$ cat src/rtl/impartire_secventiala.sv
`timescale 1ns/1ps
// Sequential signed restoring divider: one quotient bit per clock, truncating toward zero.
// Remainder takes the sign of the dividend. Divide-by-zero and -2^(WIDTH-1)/-1 are flagged.
module impartire_secventiala #(
  parameter int WIDTH = 4
) (
  input  logic                    clk,
  input  logic                    rst_n,
  input  logic                    start,
  input  logic signed [WIDTH-1:0] dividend,
  input  logic signed [WIDTH-1:0] divisor,
  output logic                    busy,
  output logic                    done,
  output logic signed [WIDTH-1:0] quotient,
  output logic signed [WIDTH-1:0] remainder,
  output logic                    div_by_zero,
  output logic                    overflow
);

  localparam int CNT_W = $clog2(WIDTH + 1);

  localparam logic [1:0] IDLE = 2'd0;
  localparam logic [1:0] CALC = 2'd1;
  localparam logic [1:0] FIX  = 2'd2;

  logic [1:0]       state;
  logic [CNT_W-1:0] cnt;
  logic             sign_q;
  logic             sign_r;
  logic             dz;
  logic             ov;

  // dq first holds |dividend|, then is shifted out while quotient bits shift in.
  // An unsigned WIDTH-bit field already holds 2^(WIDTH-1), so only the remainder
  // and divisor need the extra bit.
  logic [WIDTH-1:0] dq;
  logic [WIDTH:0]   pr;
  logic [WIDTH:0]   dvs;

  logic [WIDTH:0]   shifted;
  logic [WIDTH+1:0] trial;
  logic             trial_ok;

  function automatic logic [WIDTH-1:0] mag(input logic signed [WIDTH-1:0] v);
    return v[WIDTH-1] ? WIDTH'(-v) : WIDTH'(v);
  endfunction

  function automatic logic signed [WIDTH-1:0] apply_sign(input logic [WIDTH-1:0] m,
                                                         input logic s);
    return s ? $signed(WIDTH'(-m)) : $signed(m);
  endfunction

  always_comb begin
    shifted  = {pr[WIDTH-1:0], dq[WIDTH-1]};
    trial    = {1'b0, shifted} - {1'b0, dvs};
    trial_ok = ~trial[WIDTH+1];
  end

  // Datapath registers: no reset, they are always loaded on the accepting edge.
  always_ff @(posedge clk) begin
    if (state == IDLE && start) begin
      dq  <= mag(dividend);
      dvs <= {1'b0, mag(divisor)};
      pr  <= '0;
    end else if (state == CALC) begin
      if (trial_ok) begin
        pr <= trial[WIDTH:0];
        dq <= {dq[WIDTH-2:0], 1'b1};
      end else begin
        pr <= shifted;
        dq <= {dq[WIDTH-2:0], 1'b0};
      end
    end
  end

  always_ff @(posedge clk or negedge rst_n) begin
    if (!rst_n) begin
      state       <= IDLE;
      cnt         <= '0;
      sign_q      <= 1'b0;
      sign_r      <= 1'b0;
      dz          <= 1'b0;
      ov          <= 1'b0;
      busy        <= 1'b0;
      done        <= 1'b0;
      quotient    <= '0;
      remainder   <= '0;
      div_by_zero <= 1'b0;
      overflow    <= 1'b0;
    end else begin
      done <= 1'b0;
      case (state)
        IDLE: begin
          if (start) begin
            sign_q <= dividend[WIDTH-1] ^ divisor[WIDTH-1];
            sign_r <= dividend[WIDTH-1];
            dz     <= (divisor == '0);
            ov     <= (dividend == {1'b1, {(WIDTH-1){1'b0}}}) && (divisor == '1);
            cnt    <= CNT_W'(WIDTH);
            busy   <= 1'b1;
            state  <= (divisor == '0) ? FIX : CALC;
          end
        end
        CALC: begin
          cnt <= cnt - CNT_W'(1);
          if (cnt == CNT_W'(1)) state <= FIX;
        end
        FIX: begin
          // On divide-by-zero dq was never shifted, so it still holds |dividend|.
          quotient    <= dz ? '1 : apply_sign(dq, sign_q);
          remainder   <= dz ? apply_sign(dq, sign_r) : apply_sign(pr[WIDTH-1:0], sign_r);
          div_by_zero <= dz;
          overflow    <= ov;
          done        <= 1'b1;
          busy        <= 1'b0;
          state       <= IDLE;
        end
        default: state <= IDLE;
      endcase
    end
  end

endmodule

$ cat config.mk
export PLATFORM = sky130hd
export DESIGN_NAME = impartire_secventiala
export DESIGN_NICKNAME = d
export VERILOG_FILES = /design/src/rtl/impartire_secventiala.sv
export SDC_FILE = /design/constraint.sdc
export NUM_CORES = 1
export LEC_CHECK = 0
export ABC_AREA = 1
export CORE_UTILIZATION = 40
export DETAILED_ROUTE_END_ITERATION = 12
export GPL_TIMING_DRIVEN = 0
export HOLD_SLACK_MARGIN = 0.08
export PLACE_DENSITY = 0.68
export SYNTH_ARGS = -nofsm -noshare
export SYNTH_HDL_FRONTEND = slang
export SYNTH_SLANG_ARGS = --single-unit
$ cat constraint.sdc
create_clock -name clk -period 2.2 [get_ports clk]
set_input_delay 0.55 -clock clk [delete_from_list [all_inputs] [get_ports clk]]
set_output_delay 0.55 -clock clk [all_outputs]
set_load 0.01 [all_outputs]
==> metrics.txt, run 1 <==
status finished, final reports clean; Row Count 24; antenna cells 0; worst-path maximum fanout 2; pwr/cell area 1410 nW/µm²; pre-CTS setup slack 0.3228 ns; DP Wirelength 2655 µm; layout cells sized above 1 7.059%; worst-margin pin slew 0.9147 ns; Fill cells 431; Mean Syn Cell Area 8.124 µm²; number of DRC markers after the initial detailed-route iteration 58; Period minus WS final 1.710 ns; RSZ-0062 raised after global routing false; Area contributors post-synth dfrtp_1, edfxtp_1, nand2_1; Root Driver clkbuf_8; Netlist cell types 30; max-capacitance violation count 0; Layout area overhead 21.97%; yosys warns 0; die width 69.60 µm; Yosys top cell by area dfrtp_1; postcts setup bufs 0; GPL Wtd Cong 0.8562; WP data required 1.65 ns; R2R Path Start dq[3]; DIE AREA 4844 µm²; largest net degree at the start of global routing 22; Post-synth ARST share 63.64%; CTS tree done; R2R Setup Slk 0.58 ns; Worst Setup Start Kind flip-flop; Worst Setup SP quotient[1]; Stages on worst setup path 1; I/O Buffers 22; hold_buf cts 0; Final Net Count 277; CP Class flip-flop to output pin; CP Capture Point quotient[1]; core area 4384 µm²; Yosys reg bits 33; Setup crit end kind output pin; Worst slew margin 38.83%; cts repair resizes 0; fin worst setup slack 0.4902 ns; Achievable Freq 584.9 MHz; slowest library cell on the worst path clkdlybuf4s50_1; post-synthesis sequential area ratio 46.27%; die height 69.60 µm; EDFF count, synth 8; IO Count 23; first-pass GRT wire length 5975 µm; initial core utilization 41.70%; wire per inst 11.20 µm; Setup Total Neg Slack 0 ns; Post-synth top cells nand2_1, inv_1, dfrtp_1, o21ai_0; Final setup viols 0; hold_ws 0.4743 ns; largest stage delay on the critical path 0.53 ns; Post-DP Area 2113 µm²; multi-input logic area 810.8 µm²; total power 3.143 mW; Tcrit/Tclk final 77.72%; number of global-route vias before repair 1401; Cells after DPL 299; wirelength, routed 3438 µm; fin cells 307; clock buffer depth 2; most instantiated library cell after synthesis nand2_1; worst-skew pair later-pin latency 0.28 ns; RR Endpoint pr[2]; gr usage total 15.55%; H-tree depth 2; final instance area 2230 µm²; final hold vios 0; Static Leak 1.096 nW; CP delay by family, top buffers and inverters; DRC 0; total number of vias 1485; final core occ 50.86%; clock skew 0.003076 ns; grt total ovfl 0; initial antenna violation count 0; Buf/Inv on CP 1; crit path DAT 1.16 ns; Peak VDD IR 0.0005076 V; vias per std cell 4.837; total CTS buffers 5; syn nets 248; Hold WC Path Type flip-flop to flip-flop; ANT nets after route 0; Synth top area share 28.75%; register area 845.8 µm²; ys flop type dfrtp_1; CTS sink cnt 33; Syn Inst Count 225; CP cell instances clkdlybuf4s50_1; clock-pin slew on the worst setup and hold paths 0.07 ns; R2R depth 8; Netlist Area Pre-Place 1828 µm²; drt first pass iters 4; max-slew violation count 0
-- flip-flops by register name, summed over array words and instances, names as in the netlist --
register	cells
busy	1
cnt	3
div_by_zero	1
done	1
dq	4
dvs	4
dz	1
ov	1
overflow	1
pr	4
quotient	4
remainder	4
sign_q	1
sign_r	1
state	2
-- power breakdown --
group          switching [mW]  internal [mW]  leakage [nW]
Sequential              0.162          0.916         0.370
Clock                   0.209          0.369        0.0585
Combinational           0.874          0.613         0.668
Total                    1.24           1.90          1.10
-- how the worst min path moves through the flow --
stage                     start     endpoint  slack, ns  cells past startpoint
global route              pr[2]        pr[2]       0.50                      2
detailed placement         busy         busy       0.46                      2
global placement    div_by_zero  div_by_zero       0.46                      2
finish              div_by_zero  div_by_zero       0.47                      2
CTS                        busy         busy       0.48                      2
floorplan                 rst_n         busy       0.25                      0
-- layout by cell type (no fill, tap or decap), types with 8 or more instances in the layout --
cell type	count
nor2_1	12
o21ai_0	16
a21oi_1	12
edfxtp_1	8
inv_1	39
nand2_1	60
nand3_1	12
dfrtp_1	21
ha_1	11
clkdlybuf4s50_1	22
-- cells by family (layout without fill, tap and decap cells) --
family          after synthesis  after routing  share of synthesized area (%)
compound gates               37             37                          10.75
xor+xnor                      3              3                          1.438
buf+inv                      43             73                          9.377
simple gates                 97             97                          23.55
fa+ha+maj                    12             12                          8.624
flops                        33             33                          46.27
-- final cells by class --
cell class	count	share of cell area, %
Inverter	42	7.183
Clock inverter	1	1.347
Buffer	1	0.5051
Clock buffer	7	3.872
Multi-Input combinational cell	149	36.36
Timing Repair Buffer	22	9.877
Sequential cell	33	37.93
Tap cell	52	2.918
-- layer usage --
metal  global-route usage [%]  routed length, µm  up-vias
li1                         -                  -      780
met1                    19.91               1633      660
met2                    25.35               1581       41
met3                    4.070                187        4
met4                    5.442                 36        0
met5                        0                  0        -
-- worst register-to-register path, stage by stage (launching register included) --
cell and delay, ns:
edfxtp_1 0.41, inv_1 0.15, ha_1 0.16, inv_1 0.07
fa_1 0.38, xnor2_1 0.17, nand2_1 0.08, nand3_1 0.07
nand2_1 0.05
Power figures use the tool's default switching activity.
==> run 2: changes to the inputs <==
--- a/config.mk
+++ b/config.mk
@@ -10,7 +10,7 @@
 export DETAILED_ROUTE_END_ITERATION = 12
 export GPL_TIMING_DRIVEN = 0
 export HOLD_SLACK_MARGIN = 0.08
-export PLACE_DENSITY = 0.68
+export PLACE_DENSITY = 0.7
 export SYNTH_ARGS = -nofsm -noshare
 export SYNTH_HDL_FRONTEND = slang
 export SYNTH_SLANG_ARGS = --single-unit
==> constraint.sdc (replaced) <==
create_clock -name clk -period 1.4 [get_ports clk]
set_input_delay 0.35 -clock clk [delete_from_list [all_inputs] [get_ports clk]]
set_output_delay 0.35 -clock clk [all_outputs]
set_load 0.01 [all_outputs]
==> run 2 against run 1 <==
Compared with the run above: the flow now finishes with violations (negative setup slack); sequential share of layout area is 1.6 points lower; total power increased by 62%; sequential cell count unchanged; hold slack worse by 0.24 ns; combinational power up 80%; die area unchanged; clock power rose by 18%; register-to-register slack worse by 0.64 ns; design area up 4.8%; critical path type is now flip-flop to flip-flop; critical endpoint is now pr[1].
==> metrics.txt, run 2 (same netlist as run 1, synthesis figures left out) <==
wire per inst 12.58 µm; Peak VDD IR 0.0007600 V; vias per std cell 4.907; Final setup viols 2; CP delay by family, top adder cells; DP Wirelength 2698 µm; CTS sink cnt 33; Worst Setup Start Kind flip-flop; Stages on worst setup path 8; failing checks negative setup slack; CP Capture Point pr[1]; total number of vias 1536; CTS tree done; Achievable Freq 685.5 MHz; DRC 0; IO Count 23; Root Driver clkbuf_8; number of global-route vias before repair 1507; wirelength, routed 3937 µm; hold_buf cts 0; core area 4384 µm²; max-slew violation count 0; WP data required 1.63 ns; clock-pin slew on the worst setup and hold paths 0.07 ns; CP Class flip-flop to flip-flop; grt total ovfl 0; initial antenna violation count 0; number of DRC markers after the initial detailed-route iteration 99; total CTS buffers 5; RSZ-0062 raised after global routing true; R2R depth 8; clock skew 0.007457 ns; R2R Setup Slk -0.06 ns; Tcrit/Tclk final 104.2%; die width 69.60 µm; Buf/Inv on CP 3; fin cells 313; R2R Path Start dq[3]; final hold vios 0; worst-path maximum fanout 3; final instance area 2337 µm²; Setup crit end kind flip-flop; Final Net Count 283; Post-DP Area 2133 µm²; pwr/cell area 2181 nW/µm²; largest stage delay on the critical path 0.50 ns; antenna cells 0; clock buffer depth 2; CP cell instances inv_2 > ha_4 > inv_4 > fa_2 > inv_1 > nand2_1 > nand3_2 > nand2_2; gr usage total 17.81%; Row Count 24; RR Endpoint pr[1]; worst-margin pin slew 1.006 ns; Worst Setup SP dq[3]; Hold WC Path Type primary input to asynchronous set/reset pin; Worst slew margin 32.79%; I/O Buffers 22; first-pass GRT wire length 6748 µm; initial core utilization 41.70%; largest net degree at the start of global routing 22; DIE AREA 4844 µm²; layout cells sized above 1 19.16%; most frequent cells in the layout nand2_1, inv_1, dfrtp_1; drt first pass iters 4; die height 69.60 µm; Cells after DPL 299; status complete, but fails checks; Layout area overhead 27.86%; crit path DAT 1.69 ns; fin worst setup slack -0.05876 ns; most common cell after layout, fill and taps aside nand2_1; Fill cells 423; max-capacitance violation count 0; GPL Wtd Cong 0.8558; worst-skew pair later-pin latency 0.28 ns; slowest library cell on the worst path fa_2; ANT nets after route 0; Static Leak 1.163 nW; Period minus WS final 1.459 ns; H-tree depth 2; total power 5.097 mW
[run 2: changes by cell type in the layout (fill, tap and decap cells not counted), sizes merged]
| cell | delta |
|---|---|
| dlymetal6s2s | +4 |
| clkbuf | +1 |
| buf | +6 |
| bufinv | -1 |
| clkdlybuf4s50 | -16 |
| dlygate4sd2 | +12 |
[run 2: layout make-up]
cell class | count | area [µm²] | share of cell area (%)
multi-input cells | 149 | 903.4 | 38.65
flip-flops and latches | 33 | 848.3 | 36.30
repair buffers | 28 | 264.0 | 11.30
inverters | 42 | 165.2 | 7.066
clock buffers | 8 | 80.08 | 3.426
well taps | 52 | 65.06 | 2.784
plain buffers | 1 | 11.26 | 0.4818
[run 2: worst min-delay path by stage]
stage	slack [ns]	cells after the start	to
3_5_place_dp	0.46	2	busy
5_1_grt	0.32	1	sign_r
6_report	0.23	1	done
2_1_floorplan	0.05	0	busy
3_3_place_gp	0.46	2	busy
4_1_cts	0.47	2	busy
[run 2: report_power, final]
group | total [mW] | leakage [nW] | internal [mW] | switching (mW)
Combinational | 2.68 | 0.753 | 1.11 | 1.57
Clock | 0.680 | 0.0395 | 0.353 | 0.327
Sequential | 1.73 | 0.370 | 1.45 | 0.287
Total | 5.10 | 1.16 | 2.91 | 2.19
[run 2: per-stage QoR]
| step | util, % | hold WS (ns) | setup TNS, ns | worst slack (ns) |
|---|---|---|---|---|
| floorplan | - | 0.05441 | -0.001054 | -0.001054 |
| global placement | 48.66 | 0.4555 | -7.317 | -0.2617 |
| detailed placement | 48.66 | 0.4585 | -8.514 | -0.3137 |
| CTS | 51.88 | 0.4706 | -0.06249 | -0.04069 |
| global route | 53.31 | 0.3162 | -0.4704 | -0.1537 |
| finish | 53.31 | 0.2334 | -0.09400 | -0.05876 |
[run 2: layer usage]
layer  part of all wire (%)  GRT usage [%]  up-vias
met4                   0.53          6.349        0
met2                     52          31.50       32
met1                     44          20.54      706
met3                    3.6          4.797        4
met5                      0              0        -
li1                       -              -      794
[run 2: what timing repair did]
action	in CTS	in global routing
gates cloned	0	0
setup buffers	6	0
endpoints found under the setup margin	17	32
pin swaps	5	5
gates resized for setup	20	24
[run 2: worst reg2reg max path, cell delays in order (launching register included)]
cell and delay (ns):
edfxtp_1 0.40, inv_2 0.10, ha_4 0.13, inv_4 0.04, fa_2 0.51, inv_1 0.04, nand2_1 0.06, nand3_2 0.07
nand2_2 0.07
